--- config.mk ---
export PLATFORM = sky130hd
export DESIGN_NAME = seg_ascii_scroller
export DESIGN_NICKNAME = d
export VERILOG_FILES = /design/src/rtl/seg_ascii_scroller.sv
export SDC_FILE = /design/constraint.sdc
export NUM_CORES = 1
export LEC_CHECK = 0
export CORE_MARGIN = 3
export CORE_UTILIZATION = 55
export CTS_CLUSTER_DIAMETER = 120
export DETAILED_ROUTE_END_ITERATION = 16
export PLACE_DENSITY = 0.73
export SLEW_MARGIN = 10
export SYNTH_ARGS = -nofsm -noshare
export SYNTH_HDL_FRONTEND = slang
export SYNTH_SLANG_ARGS = --single-unit
export TNS_END_PERCENT = 20
--- constraint.sdc ---
create_clock -name clk -period 4.1 [get_ports clk]
set_input_delay 1.23 -clock clk [delete_from_list [all_inputs] [get_ports clk]]
set_output_delay 1.23 -clock clk [all_outputs]
set_load 0.05 [all_outputs]
--- src/rtl/seg_ascii_scroller.sv ---
// ASCII message buffer driving a multiplexed common-anode 7-segment display, static or marquee.
// Optional build macro: SEG_GHOST_BLANK_EN blanks the first 4 cycles of every digit slot.
module seg_ascii_scroller #(
  parameter int NUM_DIGITS      = 4,
  parameter int MSG_DEPTH       = 16,
  parameter int SCAN_DIV_BITS   = 18,
  parameter int SCROLL_DIV_BITS = 24
) (
  input  logic                           clk,
  input  logic                           rst_n,
  input  logic                           wr_valid,
  input  logic [7:0]                     wr_data,
  output logic                           wr_ready,
  input  logic                           clr,
  input  logic                           scroll_en,
  output logic [$clog2(MSG_DEPTH+1)-1:0] msg_len,
  output logic [NUM_DIGITS-1:0]          digit_sel,
  output logic [7:0]                     seg_out
);
  localparam int LW = $clog2(MSG_DEPTH + 1);
  localparam int AW = $clog2(MSG_DEPTH);
  localparam int PW = $clog2(NUM_DIGITS + MSG_DEPTH + 1);
  localparam int DW = $clog2(NUM_DIGITS);

  logic [7:0]                 r_msg [MSG_DEPTH];
  logic [LW-1:0]              r_len;
  logic                       r_wr_ready;
  logic [PW-1:0]              r_pos;
  logic [SCAN_DIV_BITS-1:0]   r_scan_cnt;
  logic [DW-1:0]              r_digit_idx;
  logic [SCROLL_DIV_BITS-1:0] r_scroll_cnt;
  logic                       r_scroll_d;
  logic [7:0]                 r_char1;
  logic                       r_blank1;
  logic [NUM_DIGITS-1:0]      r_sel1;
  logic [NUM_DIGITS-1:0]      r_digit_sel;
  logic [7:0]                 r_seg;

  logic                       w_accept;
  logic [LW-1:0]              w_len_next;
  logic                       w_scroll_rise;
  logic                       w_scroll_wrap;
  logic [31:0]                w_pos_inc;
  logic [PW-1:0]              w_pos_next;
  logic [31:0]                w_vidx;
  logic                       w_blank;
  logic [AW-1:0]              w_rd_addr;
  logic                       w_ghost;

  function automatic logic [7:0] f_decode(input logic [7:0] c);
    logic [7:0] u;
    u = (c >= 8'h61 && c <= 8'h7A) ? c - 8'h20 : c;
    case (u)
      8'h20: f_decode = 8'hFF;  8'h2E: f_decode = 8'hFD;  8'h2D: f_decode = 8'hF7;
      8'h30: f_decode = 8'h0A;  8'h31: f_decode = 8'h6F;  8'h32: f_decode = 8'h32;
      8'h33: f_decode = 8'h23;  8'h34: f_decode = 8'h47;  8'h35: f_decode = 8'h83;
      8'h36: f_decode = 8'h82;  8'h37: f_decode = 8'h2F;  8'h38: f_decode = 8'h02;
      8'h39: f_decode = 8'h03;
      8'h41: f_decode = 8'h06;  8'h42: f_decode = 8'hC2;  8'h43: f_decode = 8'h9A;
      8'h44: f_decode = 8'h62;  8'h45: f_decode = 8'h92;  8'h46: f_decode = 8'h96;
      8'h47: f_decode = 8'h8A;  8'h48: f_decode = 8'h46;  8'h49: f_decode = 8'hDE;
      8'h4A: f_decode = 8'h6A;  8'h4B: f_decode = 8'h86;  8'h4C: f_decode = 8'hDA;
      8'h4D: f_decode = 8'hAE;  8'h4E: f_decode = 8'hE6;  8'h4F: f_decode = 8'hE2;
      8'h50: f_decode = 8'h16;  8'h51: f_decode = 8'h07;  8'h52: f_decode = 8'hF6;
      8'h53: f_decode = 8'h83;  8'h54: f_decode = 8'hD2;  8'h55: f_decode = 8'hEA;
      8'h56: f_decode = 8'h4A;  8'h57: f_decode = 8'h5B;  8'h58: f_decode = 8'h46;
      8'h59: f_decode = 8'h43;  8'h5A: f_decode = 8'h32;
      default: f_decode = 8'hF7;
    endcase
  endfunction

  // clr beats a same-cycle write, so the byte is dropped.
  assign w_accept   = wr_valid && r_wr_ready && !clr;
  assign w_len_next = clr ? '0 : (w_accept ? r_len + LW'(1) : r_len);

  always_ff @(posedge clk or negedge rst_n) begin
    if (!rst_n) begin
      r_len      <= '0;
      r_wr_ready <= 1'b1;
    end else begin
      r_len      <= w_len_next;
      r_wr_ready <= (32'(w_len_next) < 32'(MSG_DEPTH));
    end
  end

  always_ff @(posedge clk) begin
    if (w_accept) r_msg[r_len[AW-1:0]] <= wr_data;
  end

  assign w_scroll_rise = scroll_en && !r_scroll_d;
  assign w_scroll_wrap = scroll_en && (&r_scroll_cnt);
  assign w_pos_inc     = 32'(r_pos) + 32'd1;

  always_comb begin
    w_pos_next = r_pos;
    if (w_scroll_rise)      w_pos_next = '0;
    else if (!scroll_en)    w_pos_next = PW'(NUM_DIGITS);
    else if (clr)           w_pos_next = '0;
    else if (w_scroll_wrap) w_pos_next = (w_pos_inc >= 32'(NUM_DIGITS) + 32'(r_len)) ? '0 : PW'(w_pos_inc);
  end

  always_ff @(posedge clk or negedge rst_n) begin
    if (!rst_n) begin
      r_scroll_d   <= 1'b0;
      r_pos        <= '0;
      r_scroll_cnt <= '0;
      r_scan_cnt   <= '0;
      r_digit_idx  <= '0;
    end else begin
      r_scroll_d   <= scroll_en;
      r_pos        <= w_pos_next;
      r_scroll_cnt <= (w_scroll_rise || !scroll_en) ? '0 : r_scroll_cnt + SCROLL_DIV_BITS'(1);
      r_scan_cnt   <= r_scan_cnt + SCAN_DIV_BITS'(1);
      if (&r_scan_cnt)
        r_digit_idx <= (r_digit_idx == DW'(NUM_DIGITS - 1)) ? '0 : r_digit_idx + DW'(1);
    end
  end

  // Digit k shows window slot NUM_DIGITS-1-k, i.e. virtual index pos+NUM_DIGITS-1-k.
  assign w_vidx    = 32'(r_pos) + 32'(NUM_DIGITS - 1) - 32'(r_digit_idx);
  assign w_blank   = (w_vidx < 32'(NUM_DIGITS)) || ((w_vidx - 32'(NUM_DIGITS)) >= 32'(r_len));
  assign w_rd_addr = w_blank ? '0 : AW'(w_vidx - 32'(NUM_DIGITS));

  always_ff @(posedge clk) begin
    r_char1 <= r_msg[w_rd_addr];
  end

`ifdef SEG_GHOST_BLANK_EN
  logic r_ghost1;
  always_ff @(posedge clk or negedge rst_n) begin
    if (!rst_n) r_ghost1 <= 1'b1;
    else        r_ghost1 <= (32'(r_scan_cnt) < 32'd4);
  end
  assign w_ghost = r_ghost1;
`else
  assign w_ghost = 1'b0;
`endif

  always_ff @(posedge clk or negedge rst_n) begin
    if (!rst_n) begin
      r_blank1    <= 1'b1;
      r_sel1      <= '0;
      r_digit_sel <= '0;
      r_seg       <= 8'hFF;
    end else begin
      r_blank1    <= w_blank;
      r_sel1      <= NUM_DIGITS'(1) << r_digit_idx;
      r_digit_sel <= w_ghost ? '0 : r_sel1;
      r_seg       <= (r_blank1 || w_ghost) ? 8'hFF : f_decode(r_char1);
    end
  end

  assign wr_ready  = r_wr_ready;
  assign msg_len   = r_len;
  assign digit_sel = r_digit_sel;
  assign seg_out   = r_seg;
endmodule
==> parameters.txt, run 1 <==
Parameter                              Value

Flow run
  Max-Cap Viols    0

Global route
  GRT Resource Usage Total    0.213
  GR Overflow Total    0
  Pin count of the biggest net entering global routing    around 90
  First-pass GRT wire length    33600 µm
  Antenna violations before repair    0
  Number of global-route vias before repair    6340

Pwr
  PD cells    approximately 430 mW/mm²
  Worst voltage drop across the vdd grid    0.000353 V
  Lkg Pwr    4.52 nW

Logic synthesis
  Count of flip-flops with a built-in enable after synthesis    roughly 130
  Fraction of the yosys area taken by sequential cells    0.599
  Async set-or-reset flop fraction in the synthesized netlist    0.349
  Simple-gate share of the synthesized area    0.127
  Synth cell types    a little under 60
  Fraction of the mapped netlist area in compound gates    0.0974
  Cell count after synthesis    802
  Prevailing post-synth register cell    sky130_fd_sc_hd__edfxtp_1
  Net count of the mapped netlist    about 860
  Share of cell area taken by muxes after synthesis    0.0441
  Portion of synthesized cell area occupied by the leading cell type    0.394
  Number of flip-flops and latches in the synthesized netlist    209
  Post-synthesis xor/xnor area fraction    0.0413
  Yosys warnings    0
  Cell type with the largest total area after synthesis    sky130_fd_sc_hd__edfxtp_1
  Synth Area per Inst    12.2 µm²
  Top cells by area, synth    sky130_fd_sc_hd__edfxtp_1 (39%), sky130_fd_sc_hd__dfrtp_1 (16%), sky130_fd_sc_hd__ha_1 (5.8%)
  Netlist Area Pre-Place    between 0.009 and 0.01 mm²
  Adder and majority gate portion of the synthesized area    0.0597
  Main combinational cell family by area after synthesis    simple AND/OR/NAND/NOR gates

Placed design
  Placer Congestion    around 0.89
  HPWL reported at the end of detailed placement    roughly 14000 µm
  Placement Setup Slack    between 0.15 and 0.2 ns
  DP Cell Count    slightly above 1k
  Count of input and output buffers    30

Final layout
  Number of inserted filler cells in the final layout    ~1.3k
  Register cell area after layout    ~0.006 mm²
  Count of inserted antenna diode cells    0
  Combined area of the multi-input logic cells    0.00362 mm²
  Number of nets at the end of the flow    slightly below 900
  Share of layout cells above drive strength 1    0.0746
  Relative area change from synthesis to final layout    12.7%
  Post-route core utilization    0.634
  Final standard cell count with taps included and fillers excluded    1070

Critical path
  Worst stage delay on the critical path    approximately 0.52 ns
  Type of the setup path with the least slack    flop to flop
  Crit path max fanout    11
  Crit path DAT    approximately 4.3 ns
  CP Capture Type    flop
  Highest-delay cell along the critical path    sky130_fd_sc_hd__fa_1
  Data required time at the worst endpoint    around 4.5 ns
  Kind of launch point of the worst setup path    flop
  R2R depth    15
  Worst path cell trace    inv_1 > ha_1 > ha_1 > inv_1 > fa_1 > ha_1 > inv_1 > ha_1 > a211oi_1 > o221a_2 > inv_1 > buf_4 > nor3_2 > a211oi_1 > o211ai_1

Timing
  Clock period minus final worst setup slack    just under 4 ns
  Setup violations, final    0
  Crit path setup slack, layout    ~0.25 ns
  Highest clock frequency the design can meet    259 MHz
  Final Hold Viols    0
  Final period util    0.940
  Slew at the pin with the worst max-slew slack    ~1.1 ns
  Final Max Slew Viols    0
  Setup clock skew after layout    approximately 0.01 ns
  Unrepaired setup endpoints after global routing    false
  Max transition margin    0.255
  Total negative slack    0 ns

Route
  Total wire length    20800 µm
  Detailed-route DRC error count    0
  DRT Pass-1 Iters    5
  Post-detailed-route via-to-cell ratio    6.01
  Detailed-route via count    roughly 6.4k
  Remaining number of nets flagged by the antenna check after routing    0
  Initial DRC Count    between 500 and 600
  Post-detailed-route wirelength per cell    between 15 and 20 µm

CTS
  Number of sinks driven by the clock tree    roughly 210
  TritonCTS buffer count    22
  Hold-fix buffers, CTS    0
  Clock-pin transition on the worst setup and hold timing paths    about 0.060 ns
  Maximum buffer depth of the clock tree    3
  Post-CTS Setup Bufs    0
  Clock tree from TritonCTS    done
  Root buffer cell    sky130_fd_sc_hd__clkbuf_16
  Number of levels the H-tree was split into    1
  Worst skew pair latency    approximately 0.5 ns

Floorplanning
  Standard-cell row count    48
  X dimension of the die    139 µm
  Top Ports    31
  Core area    approximately 0.017 mm²
  Chip height    around 140 µm
  Initial standard-cell utilization of the core    0.562
  Die footprint    between 0.015 and 0.02 mm²

Hold path
  Min-Delay Path Class    flop to flop
  Number of cells traversed by the worst hold path    0

Run status
  Run status    finished clean
Yosys cell counts, types with 15 or more instances:
cell type and instances:
sky130_fd_sc_hd__a21boi_0 15, sky130_fd_sc_hd__o21ai_0 21, sky130_fd_sc_hd__nor2_1 60, sky130_fd_sc_hd__mux2i_1 43, sky130_fd_sc_hd__a21oi_1 19, sky130_fd_sc_hd__and3_1 46, sky130_fd_sc_hd__ha_1 45, sky130_fd_sc_hd__edfxtp_1 128
sky130_fd_sc_hd__xnor2_1 26, sky130_fd_sc_hd__clkbuf_1 21, sky130_fd_sc_hd__inv_1 38, sky130_fd_sc_hd__nand3_1 41, sky130_fd_sc_hd__a211oi_1 15, sky130_fd_sc_hd__dfrtp_1 63, sky130_fd_sc_hd__xor2_1 20, sky130_fd_sc_hd__nand2_1 38
worst max-delay path, delay by kind of cell (launching register included):
family	cells	cell delay (ns)
flip-flops	1	0.40
AO/OA/AOI/OAI	4	0.86
buffers and inverters	5	0.54
adder cells (fa/ha/maj)	5	1.54
AND/OR/NAND/NOR	1	0.43
metrics by stage:
step           power [mW]  area [µm²]  hold WS (ns)
2_1_floorplan        2.60        9760         0.331
3_3_place_gp         2.72       10300         0.334
3_5_place_dp         2.74       10300         0.338
4_1_cts              4.70       11000         0.351
5_1_grt              4.85       11000         0.354
6_report             4.68       11000         0.351
state kept, by name (all words and copies together), names as in the netlist:
name / flops
r_sel1: 4
r_msg: 128
wr_ready: 1
r_digit_idx: 2
r_scan_cnt: 18
r_blank1: 1
digit_sel: 4
r_pos: 5
seg_out: 8
r_scroll_d: 1
r_char1: 8
r_scroll_cnt: 24
msg_len: 5
cells by family after synthesis:
kind of cell             after synthesis
AND/OR/NAND/NOR                      242
adder cells (fa/ha/maj)               46
buffers and inverters                 76
AO/OA/AOI/OAI                        140
flip-flops                           209
XOR/XNOR                              46
multiplexers                          43
routing by layer:
metal / up-vias / wire [µm] / GRT usage / part of all wire
met1: 3153 / 9250 / 0.317 / 0.45
li1: 3009 / - / - / -
met3: 35 / 1390 / 0.0344 / 0.067
met2: 229 / 9740 / 0.335 / 0.47
met5: - / 0 / 0 / 0
met4: 0 / 395 / 0.0453 / 0.019
placed cells by master (no fill, tap or decap), types with 9 or more instances in the layout:
cell type                         instances
sky130_fd_sc_hd__xnor2_1                 26
sky130_fd_sc_hd__mux2i_1                 43
sky130_fd_sc_hd__a211oi_1                15
sky130_fd_sc_hd__ha_1                    44
sky130_fd_sc_hd__clkbuf_16               24
sky130_fd_sc_hd__nand2_1                 38
sky130_fd_sc_hd__a21boi_0                15
sky130_fd_sc_hd__o211ai_1                 9
sky130_fd_sc_hd__o22ai_1                 11
sky130_fd_sc_hd__edfxtp_1               128
sky130_fd_sc_hd__inv_1                   38
sky130_fd_sc_hd__a31oi_1                 12
sky130_fd_sc_hd__clkdlybuf4s50_1         29
sky130_fd_sc_hd__nand4_1                 11
sky130_fd_sc_hd__nor4_1                  14
sky130_fd_sc_hd__dfrtp_1                 63
sky130_fd_sc_hd__xor2_1                  19
sky130_fd_sc_hd__o21ai_0                 21
sky130_fd_sc_hd__dfstp_2                 10
sky130_fd_sc_hd__a21oi_1                 19
sky130_fd_sc_hd__nand3_1                 41
sky130_fd_sc_hd__and3_1                  46
sky130_fd_sc_hd__nor2_1                  60
where the power goes:
| part | leakage, nW | switching, mW | internal, mW |
|---|---|---|---|
| combinational | 1.99 | 0.240 | 0.139 |
| sequential | 2.17 | 0.0534 | 2.27 |
| clock | 0.358 | 0.787 | 1.19 |
| total | 4.52 | 1.08 | 3.60 |
final timing paths:
check	from	to	slack, ns
max in group asynchronous	rst_n	seg_out[1]	2.48
min in group asynchronous	rst_n	r_digit_idx[0]	0.78
worst min register to register	r_sel1[1]	digit_sel[1]	0.35
worst max register to register	r_digit_idx[1]	r_char1[5]	0.25
worst min-delay path	r_sel1[1]	digit_sel[1]	0.35
worst max-delay path	r_digit_idx[1]	r_char1[5]	0.25
final cells by class:
| type | instances | area share |
|---|---|---|
| multi-input combinational | 517 | 0.329 |
| clock buffer | 27 | 0.0556 |
| clock inverter | 13 | 0.0111 |
| tap | 225 | 0.0256 |
| timing repair buffer | 39 | 0.0337 |
| inverter | 40 | 0.0139 |
| sequential | 209 | 0.531 |
timing repair:
action	in CTS	in global routing
hold endpoints to repair	0	0
resized for setup	0	4
endpoints found under the setup margin	0	8
Note: power is estimated with default switching activity, not from simulation.
==> inputs of run 2 (changes only) <==
--- a/config.mk
+++ b/config.mk
@@ -6,11 +6,11 @@
 export NUM_CORES = 1
 export LEC_CHECK = 0
 export CORE_MARGIN = 3
-export CORE_UTILIZATION = 55
+export CORE_UTILIZATION = 39
 export CTS_CLUSTER_DIAMETER = 120
 export DETAILED_ROUTE_END_ITERATION = 16
-export PLACE_DENSITY = 0.73
-export SLEW_MARGIN = 10
+export HOLD_SLACK_MARGIN = 0.08
+export SLEW_MARGIN = 20
 export SYNTH_ARGS = -nofsm -noshare
 export SYNTH_HDL_FRONTEND = slang
 export SYNTH_SLANG_ARGS = --single-unit
==> run 2 against run 1 <==
Clock power decreased by 2%; critical endpoint is now r_char1[6]; global-route usage decreased by 6.1 points; design area increased by 1.3%; worst hold slack got worse by 0.0013 ns; count of clock-buffer cells in the layout decreased by 1; via count decreased by 3.2%; fmax increased by 0.41%; setup slack improved by 0.016 ns; wire length decreased by 3.0%.
==> parameters.txt, run 2 (synthesized netlist as in run 1, its figures left out) <==
Parameter                              Value

Critical path
  Crit path max fanout    29 (was 11)
  Type of the setup path with the least slack    flop to flop (unchanged)
  Highest-delay cell along the critical path    sky130_fd_sc_hd__fa_1 (unchanged)
  Worst stage delay on the critical path    0.39 ns (was 0.52 ns)
  Worst path cell trace    inv_1 > ha_1 > ha_1 > inv_1 > fa_1 > xor2_1 > ha_1 > inv_1 > ha_1 > o21ai_0 > o221a_2 > buf_4 > o21ai_1 > o311a_1 > a211o_1 (was inv_1 > ha_1 > ha_1 > inv_1 > fa_1 > ha_1 > inv_1 > ha_1 > a211oi_1 > o221a_2 > inv_1 > buf_4 > nor3_2 > a211oi_1 > o211ai_1)
  Gate family responsible for the most delay along the worst path    adder cells (unchanged)
  Crit path DAT    4.23 ns (was 4.27 ns)
  Data required time at the worst endpoint    4.49 ns (was 4.52 ns)
  Kind of launch point of the worst setup path    flop (unchanged)
  CP Capture Type    flop (unchanged)
  Most common cell on crit path    sky130_fd_sc_hd__ha_1
  Critical path buffer and inverter count    4 (was 5)

Floorplanning
  Top Ports    31 (unchanged)
  X dimension of the die    164 µm (was 139 µm)
  Core area    0.0245 mm² (was 0.0174 mm²)
  Initial standard-cell utilization of the core    0.399 (was 0.562)
  Die footprint    0.0270 mm² (was 0.0194 mm²)
  Chip height    164 µm (was 139 µm)
  Standard-cell row count    57 (was 48)

Final layout
  Post-route core utilization    0.456 (was 0.634)
  Register cell area after layout    0.00584 mm² (unchanged)
  Relative area change from synthesis to final layout    14.2% (was 12.7%)
  Final design area excluding fillers    0.0112 mm² (was 0.0110 mm²)
  Combined area of the multi-input logic cells    0.00362 mm² (about the same)
  Final standard cell count with taps included and fillers excluded    1174 (was 1070)
  Number of inserted filler cells in the final layout    2232 (was 1283)
  Flip-flop count of the largest register after layout    128 (unchanged)
  Number of nets at the end of the flow    893 (was 888)
  Most used cells in the layout excluding fill and tap cells    sky130_fd_sc_hd__edfxtp_1 (128), sky130_fd_sc_hd__dfrtp_1 (63), sky130_fd_sc_hd__nor2_1 (60) (unchanged)
  Share of layout cells above drive strength 1    0.0847 (was 0.0746)
  Most common library cell in the layout ignoring fill and taps    sky130_fd_sc_hd__edfxtp_1 (unchanged)
  Count of inserted antenna diode cells    0 (unchanged)

Pwr
  Share of power burned in combinational logic    0.083 (was 0.081)
  Proportion of power drawn by the clock network    0.418 (was 0.422)
  Switching Power    1.10 mW (was 1.08 mW)
  Switching Fraction    0.237 (was 0.231)
  Reg power frac    0.499 (was 0.497)
  PD cells    416 mW/mm² (was 425 mW/mm²)
  Worst voltage drop across the vdd grid    0.000292 V (was 0.000353 V)
  Lkg Pwr    4.54 nW (was 4.52 nW)
  Power after layout    4.63 mW (was 4.68 mW)
  Internal power    3.53 mW (was 3.60 mW)

Timing
  Total negative slack    0 ns (unchanged)
  Unrepaired setup endpoints after global routing    true (was false)
  Slew at the pin with the worst max-slew slack    0.914 ns (was 1.12 ns)
  Final period util    0.936 (was 0.940)
  Max transition margin    0.385 (was 0.255)
  Final Hold Viols    0 (unchanged)
  Setup violations, final    0 (unchanged)
  Clock period minus final worst setup slack    3.84 ns (was 3.85 ns)
  Highest clock frequency the design can meet    261 MHz (was 259 MHz)
  Setup clock skew after layout    0.0101 ns (was 0.0103 ns)
  Final Max Slew Viols    0 (unchanged)

CTS
  Worst skew pair latency    0.49 ns (was 0.50 ns)
  Clock-pin transition on the worst setup and hold timing paths    0.06 ns (about the same)
  Maximum buffer depth of the clock tree    3 (unchanged)
  TritonCTS buffer count    23 (was 22)
  Hold-fix buffers, CTS    0 (unchanged)
  Number of sinks driven by the clock tree    209 (unchanged)
  Root buffer cell    sky130_fd_sc_hd__clkbuf_16 (unchanged)
  Clock tree from TritonCTS    done (unchanged)
  Number of levels the H-tree was split into    1 (unchanged)

Global route
  Antenna violations before repair    0 (unchanged)
  GRT Resource Usage Total    0.152 (was 0.213)
  GR Overflow Total    0 (unchanged)
  First-pass GRT wire length    32600 µm (was 33600 µm)
  Pin count of the biggest net entering global routing    74 (was 88)
  Number of global-route vias before repair    6056 (was 6340)

Route
  Total wire length    20200 µm (was 20800 µm)
  Post-detailed-route via-to-cell ratio    5.30 (was 6.01)
  Detailed-route via count    6222 (was 6426)
  Initial DRC Count    441 (was 509)
  Detailed-route DRC error count    0 (unchanged)
  Remaining number of nets flagged by the antenna check after routing    0 (unchanged)
  DRT Pass-1 Iters    5 (unchanged)
  Post-detailed-route wirelength per cell    17.2 µm (was 19.4 µm)

Hold path
  Min-Delay Path Class    flop to flop (unchanged)

Flow run
  Max-Cap Viols    0 (unchanged)

Placed design
  DP Cell Count    1133 (was 1030)
  Area after detailed placement    0.0104 mm² (was 0.0103 mm²)
  Placer Congestion    0.789 (was 0.892)
  HPWL reported at the end of detailed placement    13500 µm (was 13900 µm)
  Count of input and output buffers    30 (unchanged)

Run status
  Run status    finished clean (unchanged)
-- run 2: worst paths after layout --
| path | start | endpoint | slack, ns | cells after the start |
|---|---|---|---|---|
| worst max-delay path | r_digit_idx[1] | r_char1[6] | 0.26 | 15 |
| worst min-delay path | r_sel1[3] | digit_sel[3] | 0.35 | 0 |
| worst max register to register | r_digit_idx[1] | r_char1[6] | 0.26 | 15 |
| worst min register to register | r_sel1[3] | digit_sel[3] | 0.35 | 0 |
| max in group asynchronous | rst_n | r_scan_cnt[0] | 2.64 | 1 |
| min in group asynchronous | rst_n | r_scroll_cnt[8] | 0.87 | 1 |
-- run 2: final cells by class --
cell class,count,area share
Timing Repair Buffer,43,0.0366
Clock inverter,15,0.0110
Clock buffer,26,0.0535
Inverter,40,0.0137
Sequential cell,209,0.524
Tap cell,324,0.0364
Multi-Input combinational cell,517,0.325
-- run 2: routing by layer --
layer,GRT usage,part of all wire,vias to the layer above
met3,0.0214,0.039,24
met1,0.212,0.46,3056
met4,0.0369,0.016,0
met2,0.252,0.48,104
met5,0,0,-
li1,-,-,3038
-- run 2: timing repair --
item	in CTS	in global routing
setup buffers	0	0
resized for setup	0	1
endpoints found under the setup margin	0	2
-- run 2: stage by stage --
stage	setup WS [ns]	hold slack, ns
2_1_floorplan	0.722	0.331
3_3_place_gp	0.303	0.340
3_5_place_dp	0.273	0.341
4_1_cts	0.263	0.353
5_1_grt	-0.0493	0.369
6_report	0.262	0.349
-- run 2: power by group through the flow --
stage	clock (mW)	sequential (mW)	combinational, mW
floorplan	0	2.35	0.256
global placement	0	2.36	0.383
detailed placement	0	2.36	0.385
CTS	2.00	2.31	0.387
global route	2.09	2.32	0.432
finish	1.94	2.31	0.385
